## src/rtl/sra_iter.sv

```systemverilog
// Iterative 32-bit right shifter: five fixed-latency stages of 16/8/4/2/1-bit
// conditional shifts, with logical or arithmetic fill and a valid/ready handshake.
module sra_iter (
  input  logic        clock,
  input  logic        reset_n,
  input  logic        in_valid,
  output logic        in_ready,
  input  logic [31:0] in_data,
  input  logic [4:0]  in_shamt,
  input  logic        in_arith,
  output logic        out_valid,
  input  logic        out_ready,
  output logic [31:0] out_data,
  output logic        busy
);

  typedef enum logic [1:0] {
    IDLE  = 2'd0,
    SHIFT = 2'd1,
    DONE  = 2'd2
  } state_t;

  state_t             state;
  logic [2:0]         stage;
  logic signed [31:0] work;
  logic [4:0]         shamt;
  logic               fill;

  // Shift right by amt, filling vacated MSBs with f.
  function automatic logic signed [31:0] shift_fill(input logic signed [31:0] v,
                                                    input logic [4:0] amt,
                                                    input logic f);
    logic [63:0] ext;
    ext = {{32{f}}, v} >> amt;
    return $signed(ext[31:0]);
  endfunction

  always_ff @(posedge clock or negedge reset_n) begin
    if (!reset_n) begin
      state <= IDLE;
      stage <= 3'd0;
      work  <= '0;
      shamt <= '0;
      fill  <= 1'b0;
    end else begin
      case (state)
        IDLE: begin
          if (in_valid) begin
            work  <= $signed(in_data);
            shamt <= in_shamt;
            fill  <= in_arith & in_data[31];
            stage <= 3'd0;
            state <= SHIFT;
          end
        end
        SHIFT: begin
          // Stage k consumes shamt bit 4-k, i.e. the 16-bit step first.
          if (shamt[3'd4 - stage])
            work <= shift_fill(work, 5'd16 >> stage, fill);
          if (stage == 3'd4)
            state <= DONE;
          else
            stage <= stage + 3'd1;
        end
        DONE: begin
          if (out_ready)
            state <= IDLE;
        end
        default: state <= IDLE;
      endcase
    end
  end

  assign in_ready  = (state == IDLE);
  assign out_valid = (state == DONE);
  assign busy      = (state != IDLE);
  assign out_data  = work;

endmodule

```

## config.mk

```make
export PLATFORM = sky130hd
export DESIGN_NAME = sra_iter
export DESIGN_NICKNAME = d
export VERILOG_FILES = /design/src/rtl/sra_iter.sv
export SDC_FILE = /design/constraint.sdc
export NUM_CORES = 1
export LEC_CHECK = 0
export BUFFER_PORTS_ARGS = -buffer_cell sky130_fd_sc_hd__buf_4
export CAP_MARGIN = 20
export CORE_MARGIN = 2
export CORE_UTILIZATION = 45
export CTS_CLUSTER_DIAMETER = 120
export CTS_CLUSTER_SIZE = 10
export DETAILED_ROUTE_END_ITERATION = 8
export MAX_ROUTING_LAYER = met4
export PLACE_DENSITY_LB_ADDON = 0.08
export REMOVE_ABC_BUFFERS = 1
export SLEW_MARGIN = 10
export SYNTH_ARGS = -nofsm -noshare
export SYNTH_HDL_FRONTEND = slang
export SYNTH_SLANG_ARGS = --single-unit
export TNS_END_PERCENT = 100
```

## constraint.sdc

```tcl
create_clock -name clock -period 2.7 [get_ports clock]
set_input_delay 0.675 -clock clock [delete_from_list [all_inputs] [get_ports clock]]
set_output_delay 0.675 -clock clock [all_outputs]
set_load 0.01 [all_outputs]
```

==> impl_metrics.csv, run 1 <==
group,metric,value,unit
setup_path,worst-setup-path-type,"reg -> reg",
sta,fin_ws,-0.01155,ns
setup_path,r2r_slack,-0.01,ns
cts,ctsHoldBuffers,0,
cts,clock_path_buffers,2,
logic_synthesis,synth-seq-cells,43,
sta,min_period_over_period,1.004,
setup_path,timing.rr.end,"out_data[1]$_DFFE_PN0P_",
floorplanning,design.core.area,9109,µm²
status,run_status,"finished with violations",
sta,finClkSkew,0.01149,ns
sta,timing.fmax,368.8,MHz
logic_synthesis,synth_enable_flop_cells,0,
cells_and_area,flow.area_growth_from_synthesis,35.09,%
cts,tritoncts_sinks,43,
global_route,globalRouteTotalUtil,0.3366,
cells_and_area,layout_commonest_cell,"sky130_fd_sc_hd__buf_4",
floorplanning,rows,35,
sta,worstMarginPinSlew,0.8572,ns
cts,cts_root_buf,"sky130_fd_sc_hd__clkbuf_8",
cells_and_area,design_area,5612,µm²
cts,clock_pin_slew_on_the_worst_setup_and_hold_paths,0.10,ns
logic_synthesis,yosys_warnings,0,
placement,globalplace.congestion,0.9585,
min_path,hold_crit_path_type,"in -> async",
route,route.vias.total,4623,
logic_synthesis,syn-cell-area,4154,µm²
run,cap_violations,0,
logic_synthesis,yosys_most_used_dff,"sky130_fd_sc_hd__dfrtp_1",
global_route,grt_first_pass_wirelength,25170,µm
sta,setup_viol_count_final,2,
sta,report.final.hold_viol_count,0,
placement,port_buffers,76,
cts,cts_tree,"yes",
status,failed_checks,"negative setup slack",
setup_path,worst_setup_path_end_kind,"flip-flop",
placement,detailed_place_hpwl,12310,µm
sta,period_minus_slack,2.712,ns
route,detail_route.first_pass.iterations,5,
route,vias_per_cell,6.368,
global_route,largest_net_degree_at_the_start_of_global_routing,44,
global_route,antenna_found_initial,0,
cts,tritoncts.num_buffers,5,
logic_synthesis,synthCells,498,
logic_synthesis,mean_cell_area_of_the_mapped_netlist,8.341,µm²
setup_path,worstPathRequired,2.92,ns
floorplanning,fp.dieArea,10020,µm²
sta,worst_slew_margin_rel,0.4225,
logic_synthesis,postSynth.asyncResetShare,1.000,
sta,maxSlewViolCount,0,
setup_path,crit_start,"stage[1]$_DFFE_PN0P_",
route,route.detailed.wl_per_inst,22.71,µm
floorplanning,floorplan.initialDensity,0.4560,
route,detailed_route_wl,16490,µm
setup_path,r2r_start,"stage[1]$_DFFE_PN0P_",
route,route.antenna.remaining_nets,0,
setup_path,reg2reg_depth,11,
cells_and_area,layout_common_cells,"139 x sky130_fd_sc_hd__buf_4, 64 x sky130_fd_sc_hd__nand2_1, 48 x sky130_fd_sc_hd__nor2_1, 43 x sky130_fd_sc_hd__dfrtp_1, 30 x sky130_fd_sc_hd__mux2i_1",
route,number_of_drc_violations_after_detailed_routing,0,
floorplanning,dieHeight,100.1,µm
cts,insertion_delay,0.31,ns
cts,htree_num_levels,2,
route,drt_iter0_markers,338,
placement,placement.cell_area,5209,µm²
setup_path,worstSetupEndpoint,"out_data[1]$_DFFE_PN0P_",
setup_path,cp_max_fo,15,
cells_and_area,drive_above_1_share,0.3935,
cells_and_area,nNetsFinal,665,
cells_and_area,antenna_cells,0,
floorplanning,floorplan.io_pins,77,
setup_path,crit_path_start_kind,"flip-flop",
logic_synthesis,netlist-cell-type-count,60,
sta,rsz0062_at_grt,"true",
floorplanning,die_w,100.1,µm
logic_synthesis,yosysSeqAreaShare,0.2590,
global_route,number_of_global_route_vias_before_repair,4403,
global_route,globalRoute.totalOverflow,0,
setup_path,critPathArrivalTime,2.93,ns
==> routing by layer <==
| metal | GRT usage | part of all wire | vias to the layer above | routed length, µm |
|---|---|---|---|---|
| li1 | - | - | 2102 | - |
| met1 | 0.4520 | 0.42 | 2205 | 6861 |
| met2 | 0.5114 | 0.46 | 270 | 7564 |
| met3 | 0.05710 | 0.091 | 46 | 1504 |
| met4 | 0.1275 | 0.034 | 0 | 561 |
| met5 | - | 0 | - | 0 |
==> worst min-delay path by stage <==
stage / depth (start not counted) / start / endpoint / slack (ns)
finish: 1 / reset_n / out_data[14]$_DFFE_PN0P_ / 0.36
global route: 1 / reset_n / out_data[14]$_DFFE_PN0P_ / 0.42
CTS: 1 / reset_n / out_data[14]$_DFFE_PN0P_ / 0.39
detailed placement: 1 / shamt[3]$_DFFE_PN0P_ / shamt[3]$_DFFE_PN0P_ / 0.49
global placement: 1 / shamt[3]$_DFFE_PN0P_ / shamt[3]$_DFFE_PN0P_ / 0.49
floorplan: 0 / reset_n / fill$_DFFE_PN0P_ / 0.38
==> cell usage after synthesis, drive strengths merged (3+ instances only) <==
cell type,n,area (µm²)
nand3,19,95.09
and3,3,18.77
dfrtp,43,1076
nand2b,3,18.77
a31oi,8,50.05
nand2,64,240.2
o211ai,8,60.06
clkbuf,23,86.33
a22o,4,35.03
a2111oi,3,32.53
a21oi,20,100.1
mux2i,40,400.4
a211oi,10,75.07
o21ai,36,180.2
a21o,4,30.03
mux4,10,225.2
nor3,13,65.06
mux2,32,360.4
o31ai,12,90.09
inv,9,33.79
buf,20,135.1
nor2,50,187.7
o22ai,9,56.30
a221oi,6,52.55
nor2b,7,43.79
ha,9,112.6
==> layout make-up <==
type | count | area [µm²]
clock buffer | 5 | 68.82
clock inverter | 3 | 43.79
tap | 111 | 138.9
multi-input combinational | 404 | 3025
inverter | 9 | 36.28
timing repair buffer | 151 | 1222
sequential | 43 | 1076
fill | 825 | 3497
==> flip-flops by register name (all words and copies together) (netlist names) <==
signal / count
fill: 1
shamt: 5
state: 2
stage: 3
out_data: 32
==> metrics by stage <==
| step | setup WS, ns | TNS [ns] | util | instances | hold WS [ns] |
|---|---|---|---|---|---|
| 6_report | -0.01155 | -0.01821 | 0.6161 | 726 | 0.3599 |
| 3_5_place_dp | -0.2682 | -0.5594 | 0.5718 | 707 | 0.4938 |
| 4_1_cts | 0.001033 | 0 | 0.5945 | 722 | 0.3943 |
| 2_1_floorplan | -1.097 | -31.06 | - | 455 | 0.3794 |
| 5_1_grt | -0.1433 | -0.6099 | 0.6161 | 726 | 0.4155 |
| 3_3_place_gp | -0.2346 | -0.4433 | 0.5718 | 707 | 0.4903 |
==> what timing repair did <==
action / 4_1_cts / 5_1_grt
gates cloned: 0 / 1
pin swaps: 4 / 10
gates resized for setup: 11 / 45
buffers inserted: 7 / 3
setup endpoints to repair: 7 / 23
==> critical path, cell delays in order (launching register included) <==
cell and delay, ns:
sky130_fd_sc_hd__dfrtp_1 0.39, sky130_fd_sc_hd__inv_2 0.07, sky130_fd_sc_hd__ha_4 0.16, sky130_fd_sc_hd__ha_4 0.18
sky130_fd_sc_hd__buf_4 0.15, sky130_fd_sc_hd__buf_12 0.15, sky130_fd_sc_hd__buf_6 0.14, sky130_fd_sc_hd__mux2i_4 0.18
sky130_fd_sc_hd__mux4_2 0.53, sky130_fd_sc_hd__mux2_4 0.33, sky130_fd_sc_hd__and3_4 0.18, sky130_fd_sc_hd__o31ai_2 0.17
==> cells by family after synthesis <==
group                    after synthesis  synth area share
multiplexers                          82            0.2374
AND/OR/NAND/NOR                      167            0.1759
flip-flops                            43            0.2590
adder cells (fa/ha/maj)                9           0.02711
buffers and inverters                 52           0.06145
AO/OA/AOI/OAI                        145            0.2392
Power of run 1 is not shown: default switching activity piles up to over one toggle a cycle in this logic, so the estimate is an artifact.
==> run 2, diff against run 1 <==
Settings changed: BUFFER_PORTS_ARGS -buffer_cell sky130_fd_sc_hd__buf_4 to -buffer_cell sky130_fd_sc_hd__buf_2.
==> run 2 against run 1 <==
  * The flow now finishes without violations
  * Global-route usage shrank 1.5 points
  * Highest routed layer unchanged
  * Setup slack improved by 0.057 ns
  * Wire length shrank 7.8%
  * Sequential share of layout area up 1.3 points
==> impl_metrics.csv, run 2 (same netlist as run 1, synthesis figures left out) <==
group,metric,value,unit
status,run_status,"finished clean",
sta,finClkSkew,0.01257,ns
setup_path,worst-setup-path-type,"reg -> reg",
global_route,globalRouteTotalUtil,0.3212,
global_route,number_of_global_route_vias_before_repair,4216,
setup_path,worst_setup_path_end_kind,"flip-flop",
cells_and_area,nNetsFinal,658,
cts,cts_tree,"yes",
setup_path,critPathArrivalTime,2.85,ns
global_route,globalRoute.totalOverflow,0,
cells_and_area,antenna_cells,0,
cts,clock_path_buffers,2,
placement,placement.cell_area,4991,µm²
sta,maxSlewViolCount,0,
sta,min_period_over_period,0.9830,
floorplanning,floorplan.initialDensity,0.4560,
route,detail_route.first_pass.iterations,5,
sta,setup_viol_count_final,0,
sta,rsz0062_at_grt,"true",
setup_path,crit_path_start_kind,"flip-flop",
global_route,globalRouteMet2Util,0.4818,
sta,worstMarginPinSlew,0.7931,ns
placement,globalplace.congestion,0.9988,
global_route,antenna_found_initial,0,
cells_and_area,drive_above_1_share,0.3701,
cells_and_area,largest_reg_flops,32,
route,vias_per_cell,6.252,
global_route,met1_usage,0.4420,
route,drt_iter0_markers,469,
setup_path,worstPathRequired,2.90,ns
floorplanning,rows,35,
route,route.detailed.wl_per_inst,21.15,µm
route,route.antenna.remaining_nets,0,
global_route,busiest_layer,"met2",
cts,clock_pin_slew_on_the_worst_setup_and_hold_paths,0.10,ns
cts,tritoncts_sinks,43,
placement,port_buffers,76,
cells_and_area,design_area,5266,µm²
global_route,grt_first_pass_wirelength,24020,µm
min_path,hold_crit_path_type,"in -> async",
route,route.vias.total,4495,
floorplanning,die_w,100.1,µm
cts,tritoncts.num_buffers,5,
cts,insertion_delay,0.32,ns
floorplanning,design.core.area,9109,µm²
cells_and_area,n_fill_cell,855,
floorplanning,fp.dieArea,10020,µm²
floorplanning,floorplan.io_pins,77,
cts,cts_root_buf,"sky130_fd_sc_hd__clkbuf_8",
global_route,globalRouteMet3Util,0.05641,
floorplanning,dieHeight,100.1,µm
global_route,largest_net_degree_at_the_start_of_global_routing,47,
cts,htree_num_levels,2,
cells_and_area,layout_common_cells,"76 x sky130_fd_sc_hd__buf_2, 64 x sky130_fd_sc_hd__nand2_1, 63 x sky130_fd_sc_hd__buf_4, 50 x sky130_fd_sc_hd__nor2_1, 42 x sky130_fd_sc_hd__dfrtp_1",
sta,worst_slew_margin_rel,0.4713,
route,detailed_route_wl,15200,µm
run,cap_violations,0,
placement,detailed_place_hpwl,11540,µm
sta,timing.fmax,376.8,MHz
setup_path,cp_max_fo,20,
route,number_of_drc_violations_after_detailed_routing,0,
cells_and_area,flow.area_growth_from_synthesis,26.78,%
sta,period_minus_slack,2.654,ns
cells_and_area,layout_commonest_cell,"sky130_fd_sc_hd__buf_2",
sta,report.final.hold_viol_count,0,
-- run 2: changes by cell type in the layout (fill, tap and decap cells not counted), sizes merged --
cell / delta
bufinv: -1
clkinv: +2
inv: -1
o21ai: -1
buf: -6
-- run 2: final timing paths --
| check | start | endpoint | slack [ns] | depth (start not counted) |
|---|---|---|---|---|
| setup / recovery | stage[0]$_DFFE_PN0P_ | out_data[9]$_DFFE_PN0P_ | 0.05 | 9 |
| hold / removal | reset_n | out_data[22]$_DFFE_PN0P_ | 0.25 | 1 |
| setup reg to reg | stage[0]$_DFFE_PN0P_ | out_data[9]$_DFFE_PN0P_ | 0.05 | 9 |
| hold reg to reg | shamt[0]$_DFFE_PN0P_ | shamt[0]$_DFFE_PN0P_ | 0.51 | 1 |
| max in group asynchronous | reset_n | stage[2]$_DFFE_PN0P_ | 1.88 | 2 |
| min in group clock | shamt[0]$_DFFE_PN0P_ | shamt[0]$_DFFE_PN0P_ | 0.51 | 1 |
-- run 2: worst max-delay path, cell delays in order, from the launching register on --
cell	delay (ns)
sky130_fd_sc_hd__dfrtp_1	0.40
sky130_fd_sc_hd__buf_4	0.16
sky130_fd_sc_hd__ha_1	0.22
sky130_fd_sc_hd__ha_2	0.20
sky130_fd_sc_hd__buf_12	0.16
sky130_fd_sc_hd__mux2i_2	0.27
sky130_fd_sc_hd__mux4_2	0.35
sky130_fd_sc_hd__o22ai_1	0.10
sky130_fd_sc_hd__o32a_1	0.41
sky130_fd_sc_hd__mux2_2	0.27
-- run 2: area by class of cell --
| class | count | area, µm² | area share |
|---|---|---|---|
| Clock buffer | 5 | 68.82 | 0.01307 |
| Inverter | 9 | 38.79 | 0.007365 |
| Multi-Input combinational cell | 403 | 2963 | 0.5626 |
| Timing Repair Buffer | 145 | 964.7 | 0.1832 |
| Sequential cell | 43 | 1077 | 0.2046 |
| Tap cell | 111 | 138.9 | 0.02637 |
| Clock inverter | 3 | 15.01 | 0.002851 |
-- run 2: routing by layer --
layer	part of all wire	routed length (µm)
met2	0.45	6854
met5	0	0
met4	0.032	486
met1	0.43	6492
met3	0.090	1371
-- run 2: what timing repair did --
action	CTS	global route
setup endpoints to repair	11	20
buffers inserted	4	2
hold buffers	0	0
pin swaps	1	6
resized for setup	10	31
-- run 2: per-stage QoR --
step                utilization  worst slack (ns)  hold slack [ns]  setup TNS (ns)  instances
finish                   0.5782           0.04583           0.2523               0        719
detailed placement       0.5479           -0.2173           0.4983         -0.3512        705
floorplan                     -            -1.097           0.3794          -31.06        455
global route             0.5782          -0.03385           0.2816         -0.1368        719
CTS                      0.5637          -0.05167           0.2704        -0.05167        717
global placement         0.5479           -0.1890           0.4879         -0.1890        705
Power of run 2 is left out for the same reason.
==> run 3, diff against run 2 <==
Settings changed: ABC_AREA set to 1.
==> run 3 against run 2 <==
  * Via count grew 1.8%
  * Non-clock buffer count shrank 56
  * Largest cell class unchanged
  * Register-to-register slack gained 0.18 ns
==> impl_metrics.csv, run 3 <==
group,metric,value,unit
status,run_status,"finished clean",
setup_path,worstPathRequired,2.94,ns
logic_synthesis,yosys_most_used_dff,"sky130_fd_sc_hd__dfrtp_1",
cts,cts_root_buf,"sky130_fd_sc_hd__clkbuf_8",
placement,dp_worst_setup_slack,0.3157,ns
logic_synthesis,netlist-cell-type-count,30,
placement,detailed_place_hpwl,9732,µm
cells_and_area,drive_above_1_share,0.1773,
setup_path,critPathArrivalTime,2.71,ns
logic_synthesis,synth-seq-cells,43,
sta,finClkSkew,0.009089,ns
setup_path,cpMostUsedCell,"sky130_fd_sc_hd__nand3_1",
route,number_of_drc_violations_after_detailed_routing,0,
logic_synthesis,synth_most_common_cell,"sky130_fd_sc_hd__nand2_1",
route,detail_route.first_pass.iterations,7,
floorplanning,fp.dieArea,9543,µm²
cells_and_area,nNetsFinal,755,
cts,clock_path_buffers,2,
cts,tritoncts_sinks,43,
cts,cts_tree,"yes",
cells_and_area,largest_reg_flops,32,
setup_path,worst_setup_path_end_kind,"flip-flop",
setup_path,worstPathBufferInverterCount,2,
logic_synthesis,yosysSeqAreaShare,0.2724,
logic_synthesis,synth_top_area_cell,"sky130_fd_sc_hd__dfrtp_1",
sta,timing.fmax,404.7,MHz
placement,port_buffers,76,
logic_synthesis,postSynth.asyncResetShare,1.000,
logic_synthesis,syn-cell-area,3950,µm²
route,route.antenna.remaining_nets,0,
logic_synthesis,synth_top_cells_by_area,"sky130_fd_sc_hd__dfrtp_1 27%, sky130_fd_sc_hd__nand3_1 23%, sky130_fd_sc_hd__nand2_1 22%",
logic_synthesis,mean_cell_area_of_the_mapped_netlist,6.105,µm²
floorplanning,rows,34,
floorplanning,floorplan.io_pins,77,
logic_synthesis,synth_enable_flop_cells,0,
cts,clock_pin_slew_on_the_worst_setup_and_hold_paths,0.10,ns
sta,setup-tns-final,0,ns
cts,ctsHoldBuffers,0,
floorplanning,floorplan.initialDensity,0.4574,
global_route,grt_first_pass_wirelength,21850,µm
logic_synthesis,synth_commonest_cells,"234 x sky130_fd_sc_hd__nand2_1, 182 x sky130_fd_sc_hd__nand3_1, 43 x sky130_fd_sc_hd__dfrtp_1, 39 x sky130_fd_sc_hd__nor2_1",
setup_path,cp_cell_sequence,"inv_2, ha_1, ha_1, inv_4, nand2_1, nand3_1, nand2_1, nand2_1, nand3_1, nand3_1, nand3_1, a21oi_1",
route,route.vias.total,4574,
sta,fin_ws,0.2289,ns
cts,cts_repair_resize_count,0,
route,detailed_route_wl,13280,µm
setup_path,crit_family,"simple AND/OR/NAND/NOR gates",
route,drt_iter0_markers,285,
global_route,antenna_found_initial,0,
cts,insertion_delay,0.31,ns
sta,report.final.hold_viol_count,0,
cts,tritoncts.num_buffers,5,
placement,globalplace.congestion,0.9755,
cells_and_area,final-instance-count-excl-fill,813,
route,vias_per_cell,5.626,
floorplanning,dieHeight,97.69,µm
cells_and_area,flow.area_growth_from_synthesis,12.20,%
cells_and_area,antenna_cells,0,
setup_path,worst-setup-path-type,"reg -> reg",
run,cap_violations,0,
setup_path,cp_max_fo,32,
cts,post_cts.repair.setup_buffers,0,
global_route,largest_net_degree_at_the_start_of_global_routing,43,
global_route,globalRoute.totalOverflow,0,
cells_and_area,layout_commonest_cell,"sky130_fd_sc_hd__nand2_1",
sta,min_period_over_period,0.9152,
logic_synthesis,synthCells,647,
sta,period_minus_slack,2.471,ns
sta,worstMarginPinSlew,0.5123,ns
global_route,number_of_global_route_vias_before_repair,4318,
sta,setup_viol_count_final,0,
logic_synthesis,yosys_warnings,0,
setup_path,critical_path.slowest_cell,"sky130_fd_sc_hd__dfrtp_1",
sta,rsz0062_at_grt,"false",
min_path,hold_crit_path_type,"in -> async",
route,route.detailed.wl_per_inst,16.34,µm
cells_and_area,layout_common_cells,"234 x sky130_fd_sc_hd__nand2_1, 182 x sky130_fd_sc_hd__nand3_1, 76 x sky130_fd_sc_hd__buf_2, 43 x sky130_fd_sc_hd__dfrtp_1, 39 x sky130_fd_sc_hd__nor2_1",
logic_synthesis,post-synth-top-area-fraction,0.2724,
global_route,globalRouteTotalUtil,0.2907,
placement,placedCellCount,805,
floorplanning,design.core.area,8636,µm²
setup_path,crit_path_start_kind,"flip-flop",
cts,htree_num_levels,2,
sta,worst_slew_margin_rel,0.6584,
floorplanning,die_w,97.69,µm
setup_path,critical_path.max_stage_delay,0.45,ns
sta,maxSlewViolCount,0,
==> run 3: cell types whose count changed after synthesis, sizes merged, moves of 13 or more <==
cell	previous run	this run
inv	9	26
mux2i	40	0
nand2	64	238
nand3	19	182
nor3	13	0
mux2	32	0
==> run 3: worst paths after layout <==
path / startpoint / cells past startpoint / to / slack [ns]
setup / recovery: stage[0]$_DFFE_PN0P_ / 12 / out_data[3]$_DFFE_PN0P_ / 0.23
hold / removal: reset_n / 2 / out_data[23]$_DFFE_PN0P_ / 0.33
setup reg to reg: stage[0]$_DFFE_PN0P_ / 12 / out_data[3]$_DFFE_PN0P_ / 0.23
hold reg to reg: shamt[1]$_DFFE_PN0P_ / 2 / shamt[1]$_DFFE_PN0P_ / 0.49
max in group asynchronous: reset_n / 2 / stage[2]$_DFFE_PN0P_ / 2.08
min in group clock: shamt[1]$_DFFE_PN0P_ / 2 / shamt[1]$_DFFE_PN0P_ / 0.49
==> run 3: final cells by class <==
class / instances / area (µm²)
fillers: 963 / 4204
multi-input cells: 536 / 2504
flip-flops and latches: 43 / 1076
repair buffers: 89 / 490.5
well taps: 108 / 135.1
inverters: 29 / 113.9
clock buffers: 5 / 68.82
clock inverters: 3 / 43.79
==> run 3: stage by stage <==
step | hold slack (ns) | util | cell area [µm²]
3_5_place_dp | 0.4787 | 0.5001 | 4319
4_1_cts | 0.3343 | 0.5132 | 4432
3_3_place_gp | 0.4748 | 0.5001 | 4319
2_1_floorplan | 0.3794 | - | 3694
5_1_grt | 0.3459 | 0.5132 | 4432
6_report | 0.3327 | 0.5132 | 4432
==> run 3: worst register-to-register path: stages (launching register included) <==
cell and delay (ns):
sky130_fd_sc_hd__dfrtp_1 0.45, sky130_fd_sc_hd__inv_2 0.11, sky130_fd_sc_hd__ha_1 0.25, sky130_fd_sc_hd__ha_1 0.26, sky130_fd_sc_hd__inv_4 0.28, sky130_fd_sc_hd__nand2_1 0.14, sky130_fd_sc_hd__nand3_1 0.11, sky130_fd_sc_hd__nand2_1 0.07
sky130_fd_sc_hd__nand2_1 0.08, sky130_fd_sc_hd__nand3_1 0.17, sky130_fd_sc_hd__nand3_1 0.22, sky130_fd_sc_hd__nand3_1 0.14, sky130_fd_sc_hd__a21oi_1 0.15
==> run 3: per-layer routing <==
layer | part of all wire | vias to the layer above | GRT usage | wire length (µm)
met5 | 0 | - | - | 0
met4 | 0.029 | 0 | 0.09936 | 388
met3 | 0.058 | 27 | 0.03237 | 775
met2 | 0.45 | 181 | 0.4424 | 6032
met1 | 0.46 | 2105 | 0.4037 | 6084
li1 | - | 2261 | - | -
==> run 3: cells by family (layout without fill, tap and decap cells) <==
logic type,count (synthesis),after routing,share of synthesized area
flip-flops,43,43,0.2724
AO/OA/AOI/OAI,63,63,0.09978
buffers and inverters,68,126,0.09376
AND/OR/NAND/NOR,464,464,0.5055
adder cells (fa/ha/maj),9,9,0.02851
Power of run 3 is left out for the same reason.
